===== config.mk =====
export PLATFORM = sky130hd
export DESIGN_NAME = seven_segments
export DESIGN_NICKNAME = d
export VERILOG_FILES = /design/src/rtl/seven_segments_pkg.sv /design/src/rtl/seven_segments_rom.sv /design/src/rtl/seven_segments.sv
export SDC_FILE = /design/constraint.sdc
export NUM_CORES = 1
export LEC_CHECK = 0
export CAP_MARGIN = 30
export CELL_PAD_IN_SITES_DETAIL_PLACEMENT = 0
export CELL_PAD_IN_SITES_GLOBAL_PLACEMENT = 1
export CORE_MARGIN = 4
export CORE_UTILIZATION = 40
export DETAILED_ROUTE_END_ITERATION = 8
export PLACE_DENSITY = 0.85
export SYNTH_ARGS = -nofsm -noshare
export SYNTH_HDL_FRONTEND = slang
export SYNTH_SLANG_ARGS = --single-unit

===== constraint.sdc =====
create_clock -name CLK -period 2.5 [get_ports CLK]
set_clock_uncertainty 0.15 [all_clocks]
set_input_delay 0.5 -clock CLK [delete_from_list [all_inputs] [get_ports CLK]]
set_output_delay 0.5 -clock CLK [all_outputs]
set_load 0.03 [all_outputs]

===== src/rtl/seven_segments_pkg.sv =====
// rtl/seven_segments_pkg.sv - segment pattern constants and types for seven_segments
package seven_segments_pkg;

    // Segment vector, bit0=a ... bit6=g, active-high (1 = segment lit)
    typedef logic [6:0] seg_t;

    localparam seg_t SEG_OFF = 7'h00;

    localparam seg_t SEG_HEX_0 = 7'h3F;
    localparam seg_t SEG_HEX_1 = 7'h06;
    localparam seg_t SEG_HEX_2 = 7'h5B;
    localparam seg_t SEG_HEX_3 = 7'h4F;
    localparam seg_t SEG_HEX_4 = 7'h66;
    localparam seg_t SEG_HEX_5 = 7'h6D;
    localparam seg_t SEG_HEX_6 = 7'h7D;
    localparam seg_t SEG_HEX_7 = 7'h07;
    localparam seg_t SEG_HEX_8 = 7'h7F;
    localparam seg_t SEG_HEX_9 = 7'h6F;
    localparam seg_t SEG_HEX_A = 7'h77;
    localparam seg_t SEG_HEX_B = 7'h7C;
    localparam seg_t SEG_HEX_C = 7'h39;
    localparam seg_t SEG_HEX_D = 7'h5E;
    localparam seg_t SEG_HEX_E = 7'h79;
    localparam seg_t SEG_HEX_F = 7'h71;

    // Keyboard operator glyphs for codes 10-15
    localparam seg_t SEG_GLYPH_PLUS  = 7'h46;
    localparam seg_t SEG_GLYPH_MINUS = 7'h40;
    localparam seg_t SEG_GLYPH_MUL   = 7'h76;
    localparam seg_t SEG_GLYPH_DIV   = 7'h52;
    localparam seg_t SEG_GLYPH_ENTER = 7'h48;
    localparam seg_t SEG_GLYPH_ESC   = 7'h39;

    // Map an active-high pattern onto the board's drive polarity
    function automatic seg_t apply_polarity(input seg_t seg, input bit active_low);
        return active_low ? ~seg : seg;
    endfunction

endpackage


===== src/rtl/seven_segments_rom.sv =====
// rtl/seven_segments_rom.sv - digit code to active-high segment pattern; SEVEN_SEGMENTS_OPGLYPH_EN selects operator glyphs for 10-15
module seven_segments_rom
    import seven_segments_pkg::*;
(
    input  logic [3:0] digit,
    output seg_t       seg
);

    always_comb begin
        seg = SEG_OFF;
        case (digit)
            4'd0:  seg = SEG_HEX_0;
            4'd1:  seg = SEG_HEX_1;
            4'd2:  seg = SEG_HEX_2;
            4'd3:  seg = SEG_HEX_3;
            4'd4:  seg = SEG_HEX_4;
            4'd5:  seg = SEG_HEX_5;
            4'd6:  seg = SEG_HEX_6;
            4'd7:  seg = SEG_HEX_7;
            4'd8:  seg = SEG_HEX_8;
            4'd9:  seg = SEG_HEX_9;
`ifdef SEVEN_SEGMENTS_OPGLYPH_EN
            4'd10: seg = SEG_GLYPH_PLUS;
            4'd11: seg = SEG_GLYPH_MINUS;
            4'd12: seg = SEG_GLYPH_MUL;
            4'd13: seg = SEG_GLYPH_DIV;
            4'd14: seg = SEG_GLYPH_ENTER;
            4'd15: seg = SEG_GLYPH_ESC;
`else
            4'd10: seg = SEG_HEX_A;
            4'd11: seg = SEG_HEX_B;
            4'd12: seg = SEG_HEX_C;
            4'd13: seg = SEG_HEX_D;
            4'd14: seg = SEG_HEX_E;
            4'd15: seg = SEG_HEX_F;
`endif
            default: seg = SEG_OFF;
        endcase
    end

endmodule


===== src/rtl/seven_segments.sv =====
// rtl/seven_segments.sv - registered single-digit seven-segment driver with blanking (optional SEVEN_SEGMENTS_OPGLYPH_EN)
module seven_segments
    import seven_segments_pkg::*;
#(
    parameter bit ACTIVE_LOW = 1'b1
) (
    input  logic       CLK,
    input  logic       RST,
    input  logic [3:0] digit,
    input  logic       load,
    input  logic       blank,
    output logic [6:0] Seven
);

    localparam seg_t DRIVE_OFF = ACTIVE_LOW ? ~SEG_OFF : SEG_OFF;

    logic [3:0] digit_q;
    logic       shown;
    seg_t       seg_q;

    logic [3:0] digit_nxt;
    logic       shown_nxt;
    seg_t       rom_seg;

    // Decode the post-edge digit so a load is visible one edge after it is sampled
    assign digit_nxt = load ? digit : digit_q;
    assign shown_nxt = load | shown;

    seven_segments_rom u_rom (
        .digit (digit_nxt),
        .seg   (rom_seg)
    );

    always_ff @(posedge CLK or posedge RST) begin
        if (RST) begin
            digit_q <= 4'd0;
            shown   <= 1'b0;
            seg_q   <= DRIVE_OFF;
        end else begin
            digit_q <= digit_nxt;
            shown   <= shown_nxt;
            if (blank)
                seg_q <= DRIVE_OFF;
            else if (shown_nxt)
                seg_q <= apply_polarity(rom_seg, ACTIVE_LOW);
            else
                seg_q <= DRIVE_OFF;
        end
    end

    assign Seven = seg_q;

endmodule


=== After elaboration in Yosys (flattened, before gate mapping) ===
Memory sizes are Yosys's and may differ from the RTL's.
Cells that the tools add are included.

* Register bits after elaboration: 12
* Bits in latches: 0
* Memory bits (writable): 0
* ROM bits: 112
* Output and inout bits: 7
* Logic and storage cells: 9
* Memories kept: 1

* Add/sub/neg operators: 0
* Multiply operators: 0
* Div/mod/pow operators: 0
* $lt $le $gt $ge: 0
* Equality and inequality tests: 0
* Shifts and indexed selects: 0
* Mux-type cells: 3
* Bitwise gates (word level): 2
* Reduce and logical (&&, ||, !) cells: 0

{| class="wikitable"
|+ Memories
! memory !! words !! width !! rd ports !! clocked after Yosys merged registers in !! write ports !! RTL line !! text
|-
| (name not given) || 16 || 7 || 1 || 0 || 0 || seven_segments_rom.sv:11 || <nowiki>case (digit)</nowiki>
|}

{| class="wikitable"
|+ Operators by type and width
! kind !! count
|-
| $mux W7 || 2
|-
| $not A7 Y7 || 1
|-
| $mux W4 || 1
|-
| $or A1 B1 Y1 || 1
|}

=== Longest topological paths before layout ===
An unclocked memory read counts as a cell.

* Depth in word-level cells: 5
* Mapped depth: 6
* Mapped depth without buffers: 6

=== Cells and area by module ===
From an unflattened synthesis, not the netlist that was laid out.

* Cells, all modules: 59
* Area total of the unflattened synthesis: 688.2 µm²

{| class="wikitable"
|+ By module, submodules not included
! module !! times used !! cells each !! area an instance (µm²) !! sequential area each (µm²)
|-
| seven_segments || 1 || 26 || 400.4 || 309.0
|-
| seven_segments_rom || 1 || 33 || 287.8 || 0.0
|}

=== Worst setup path before layout ===
No wires, ideal clock.

* Path type: input port to flip-flop
* From: in load
* To: reg seg_q[3], in the netlist Seven[3]
* Arrival time: 1504 ps
* Data required time: 2278 ps
* Setup slack: 774 ps
* Stages on the path: 6
* Path buffers: 0
* Cell sequence: mux2_2 -> inv_1 -> ha_1 -> nor2_1 -> a211oi_1 -> o21ai_1

* Longest elaborated chain between the ends: 5
* Elaborated cells between the ends (all ways): 6

{| class="wikitable"
|+ RTL lines
! what !! RTL line !! text
|-
| from (decl) || seven_segments.sv:10 || <nowiki>input logic load,</nowiki>
|-
| $mux W4 || seven_segments.sv:26 || <nowiki>assign digit_nxt = load ? digit : digit_q;</nowiki>
|-
| $mem_v2 Z16 W7 || n/a ||
|-
| $not A7 Y7 || seven_segments_pkg.sv:36 || <nowiki>return active_low ? ~seg : seg;</nowiki>
|-
| $mux W7 (*) || seven_segments.sv:44 || <nowiki>else if (shown_nxt)</nowiki>
|-
| $mux W7 (*) || seven_segments.sv:42 || <nowiki>if (blank)</nowiki>
|-
| to (signal assigned) || seven_segments.sv:45 || <nowiki>seg_q <= apply_polarity(rom_seg, ACTIVE_LOW);</nowiki>
|-
| to (decl) || seven_segments.sv:19 || <nowiki>seg_t seg_q;</nowiki>
|}

Mark *: on every way between the ends. The rest lies on a longest branch, timed or not.

=== Final worst setup path ===
* From: reg seg_q[3], in the netlist Seven[3]
* To: out Seven[3]

{| class="wikitable"
|+ RTL lines
! what !! RTL line !! text
|-
| to (decl) || seven_segments.sv:12 || <nowiki>output logic [6:0] Seven</nowiki>
|}

No word-level cell between the ends.

==> impl_metrics.py <==
metrics = {
    "routing": {
        "dr.pass1.iters": 4,
        "vias_per_cell": 5.26,
        "ant_nets": 0,
        "routed_wl_mm": 1.28,
        "vias": 489,
        "drc_errors": 0,
        "wire_per_inst_um": 13.7,
        "drtIter0Drc": 8,
    },
    "cells_and_area": {
        "nets": 92,
        "fillers": 139,
        "final_core_util": 0.577,
        "multi_input_area_um2": 319,
        "most-common-layout-cells": "clkdlybuf4s50_1 (14), dfstp_2 (7), nand2_1 (6), ha_1 (6), dfrtp_1 (5)",
        "drive_gt1_frac": 0.325,
        "diodes": 0,
        "seq_area_um2": 309,
        "final_common_cell": "clkdlybuf4s50_1",
        "area_growth_pct": 34.7,
    },
    "clock_network": {
        "cts_tree": "built",
        "cts_root_buf": "clkbuf_4",
        "cts_made_buffers": 3,
        "clk_latency_ns": 0.28,
        "post-cts-setup-buffers": 0,
        "cts_hold_buf": 0,
        "cts.clk_slew.worst_paths_ns": 0.08,
        "clock-sinks": 12,
        "htreeDepth": 1,
        "ctsResizeCount": 0,
        "clock_path_buffers": 2,
    },
    "power_and_ir_drop": {
        "seq_power_share": 0.411,
        "p_int_uw": 389,
        "p_sw_uw": 172,
        "pwr-share-comb": 0.311,
        "p_leak_uw": 0.000368,
        "p_per_area_mw_per_mm2": 638,
        "irDropWorstVdd_mv": 0.269,
        "pwr-share-clk": 0.278,
        "switching_share": 0.306,
    },
    "yosys": {
        "synth_cell_type_count": 23,
        "syn_inst": 55,
        "syn_area_um2": 653,
        "synth_compound_area_frac": 0.149,
        "yosys_warnings": 0,
        "ys_seq_area_frac": 0.473,
        "synth.area.mux_share": 0.119,
        "synth_top_family_by_area": "compound AO/OA/AOI/OAI gates",
        "synth_fp_nets": 69,
        "syn_avg_cell_area_um2": 11.9,
        "synth_adder_area_share": 0.115,
        "synth_xor_area_frac": 0,
        "synth-simple-area-share": 0.105,
        "synth-seq-cells": 12,
    },
    "grt": {
        "grt_pass1_vias": 496,
        "antenna_found_initial": 0,
        "grt_max_degree": 13,
        "grt_pass1_wl_mm": 2.15,
        "grt_overflow": 0,
        "grt_usage": 0.121,
    },
    "worst_setup_path": {
        "critical_path_class": "flop to output port",
        "critPathLaunchType": "flop",
        "regToRegSetupSlack_ns": 0.86,
        "worstPathRequired_ns": 1.85,
        "slowest_delay_ns": 0.66,
        "cp_data_arrival_time_ns": 1.47,
        "path_cells": "clkdlybuf4s50_1",
        "critical_path_buf_inv_count": 1,
        "crit_fanout": 1,
        "cp_slowest_cell": "clkdlybuf4s50_1",
        "cp_top_family": "buffers and inverters",
        "critPathCaptureType": "output port",
    },
    "placement": {
        "post-dp-hpwl_um": 992,
        "numPortBuffers": 14,
        "gp_congestion": 0.846,
    },
    "floorplanning": {
        "initial_utilization": 0.429,
        "core_mm2": 0.00152,
        "dieArea_mm2": 0.00234,
        "rows": 14,
        "die_h_um": 48.4,
        "die_x_um": 48.4,
        "io_pins": 15,
    },
    "timing": {
        "clock.fmax_mhz": 471,
        "setup_viol": 0,
        "maxSlewHeadroom": 0.690,
        "slew_violations": 0,
        "hold_viol": 0,
        "worst_pin_slew_ns": 0.465,
        "setup-tns-final_ns": 0,
        "fin_crit_sh": 0.849,
        "finalCriticalPeriod_ns": 2.12,
        "rsz0062_at_grt": "no",
    },
    "run": {
        "maxCapViolCount": 0,
    },
    "hold_path": {
        "hp-class": "flop to flop",
    },
    "outcome": {
        "status": "complete, no violations",
    },
}
==> flip-flops by register name, summed over array words and instances (netlist names) <==
signal   count
shown        1
Seven        7
digit_q      4
==> Yosys cell counts (all sizes together) <==
cell type  instances  area, um2
o211ai             2       15.0
mux2i              3       55.1
ha                 6       75.1
a211oi             1       7.51
nand3              2       10.0
dfstp              7        184
and2b              1       7.51
clkinv             1       5.00
mux2               2       22.5
dfrtp              5        125
o22ai              1       6.26
a21oi              4       20.0
o221ai             3       38.8
o21ai              2       10.0
nand2              6       22.5
and2               1       8.76
inv                4       20.0
or2                1       6.26
and3               1       6.26
nor2               2       7.51
==> through the flow <==
stage / instances / instance area, um2 / total power [uW] / setup WS, ns / hold WS [ns]
floorplan: 55 / 653 / 343 / 0.774 / 0.210
global placement: 89 / 843 / 407 / 0.134 / 0.280
detailed placement: 89 / 843 / 410 / 0.108 / 0.283
CTS: 93 / 880 / 566 / 0.367 / 0.307
global route: 93 / 880 / 592 / 0.343 / 0.329
finish: 93 / 880 / 561 / 0.378 / 0.303
==> cell families (layout without fill, tap and decap cells) <==
group	after synthesis	after routing
and+or+nand+nor	14	14
DFF	12	12
muxes	5	5
AOI/OAI and AO/OA	13	13
buffers and inverters	5	27
adders and majority gates	6	6
==> worst paths after layout <==
kind                            startpoint          to  cells past startpoint
max in group asynchronous              RST    Seven[0]                      2
worst min register to register       shown       shown                      1
worst max-delay path              Seven[3]    Seven[3]                      1
worst min-delay path                 shown       shown                      1
min in group asynchronous              RST  digit_q[0]                      2
worst max register to register  digit_q[0]    Seven[3]                      6
==> power by group through the flow <==
stage	Combinational (uW)	Sequential, uW	Clock, uW
2_1_floorplan	78.7	265	0
5_1_grt	188	233	171
6_report	175	231	156
4_1_cts	176	231	159
3_5_place_dp	175	235	0
3_3_place_gp	173	233	0
==> cell type report <==
type	count	share of cell area
inverter	5	0.0284
multi-input combinational	38	0.363
tap	16	0.0228
clock buffer	4	0.0413
timing repair buffer	18	0.193
sequential	12	0.351
==> routing by layer <==
layer	global-route usage	vias to the layer above	routed length [um]
met2	0.185	13	627
met1	0.136	232	537
met3	0.0276	8	46
met4	0.111	0	65
li1	-	236	-
met5	0	-	0
Power figures use the tool's default switching activity.
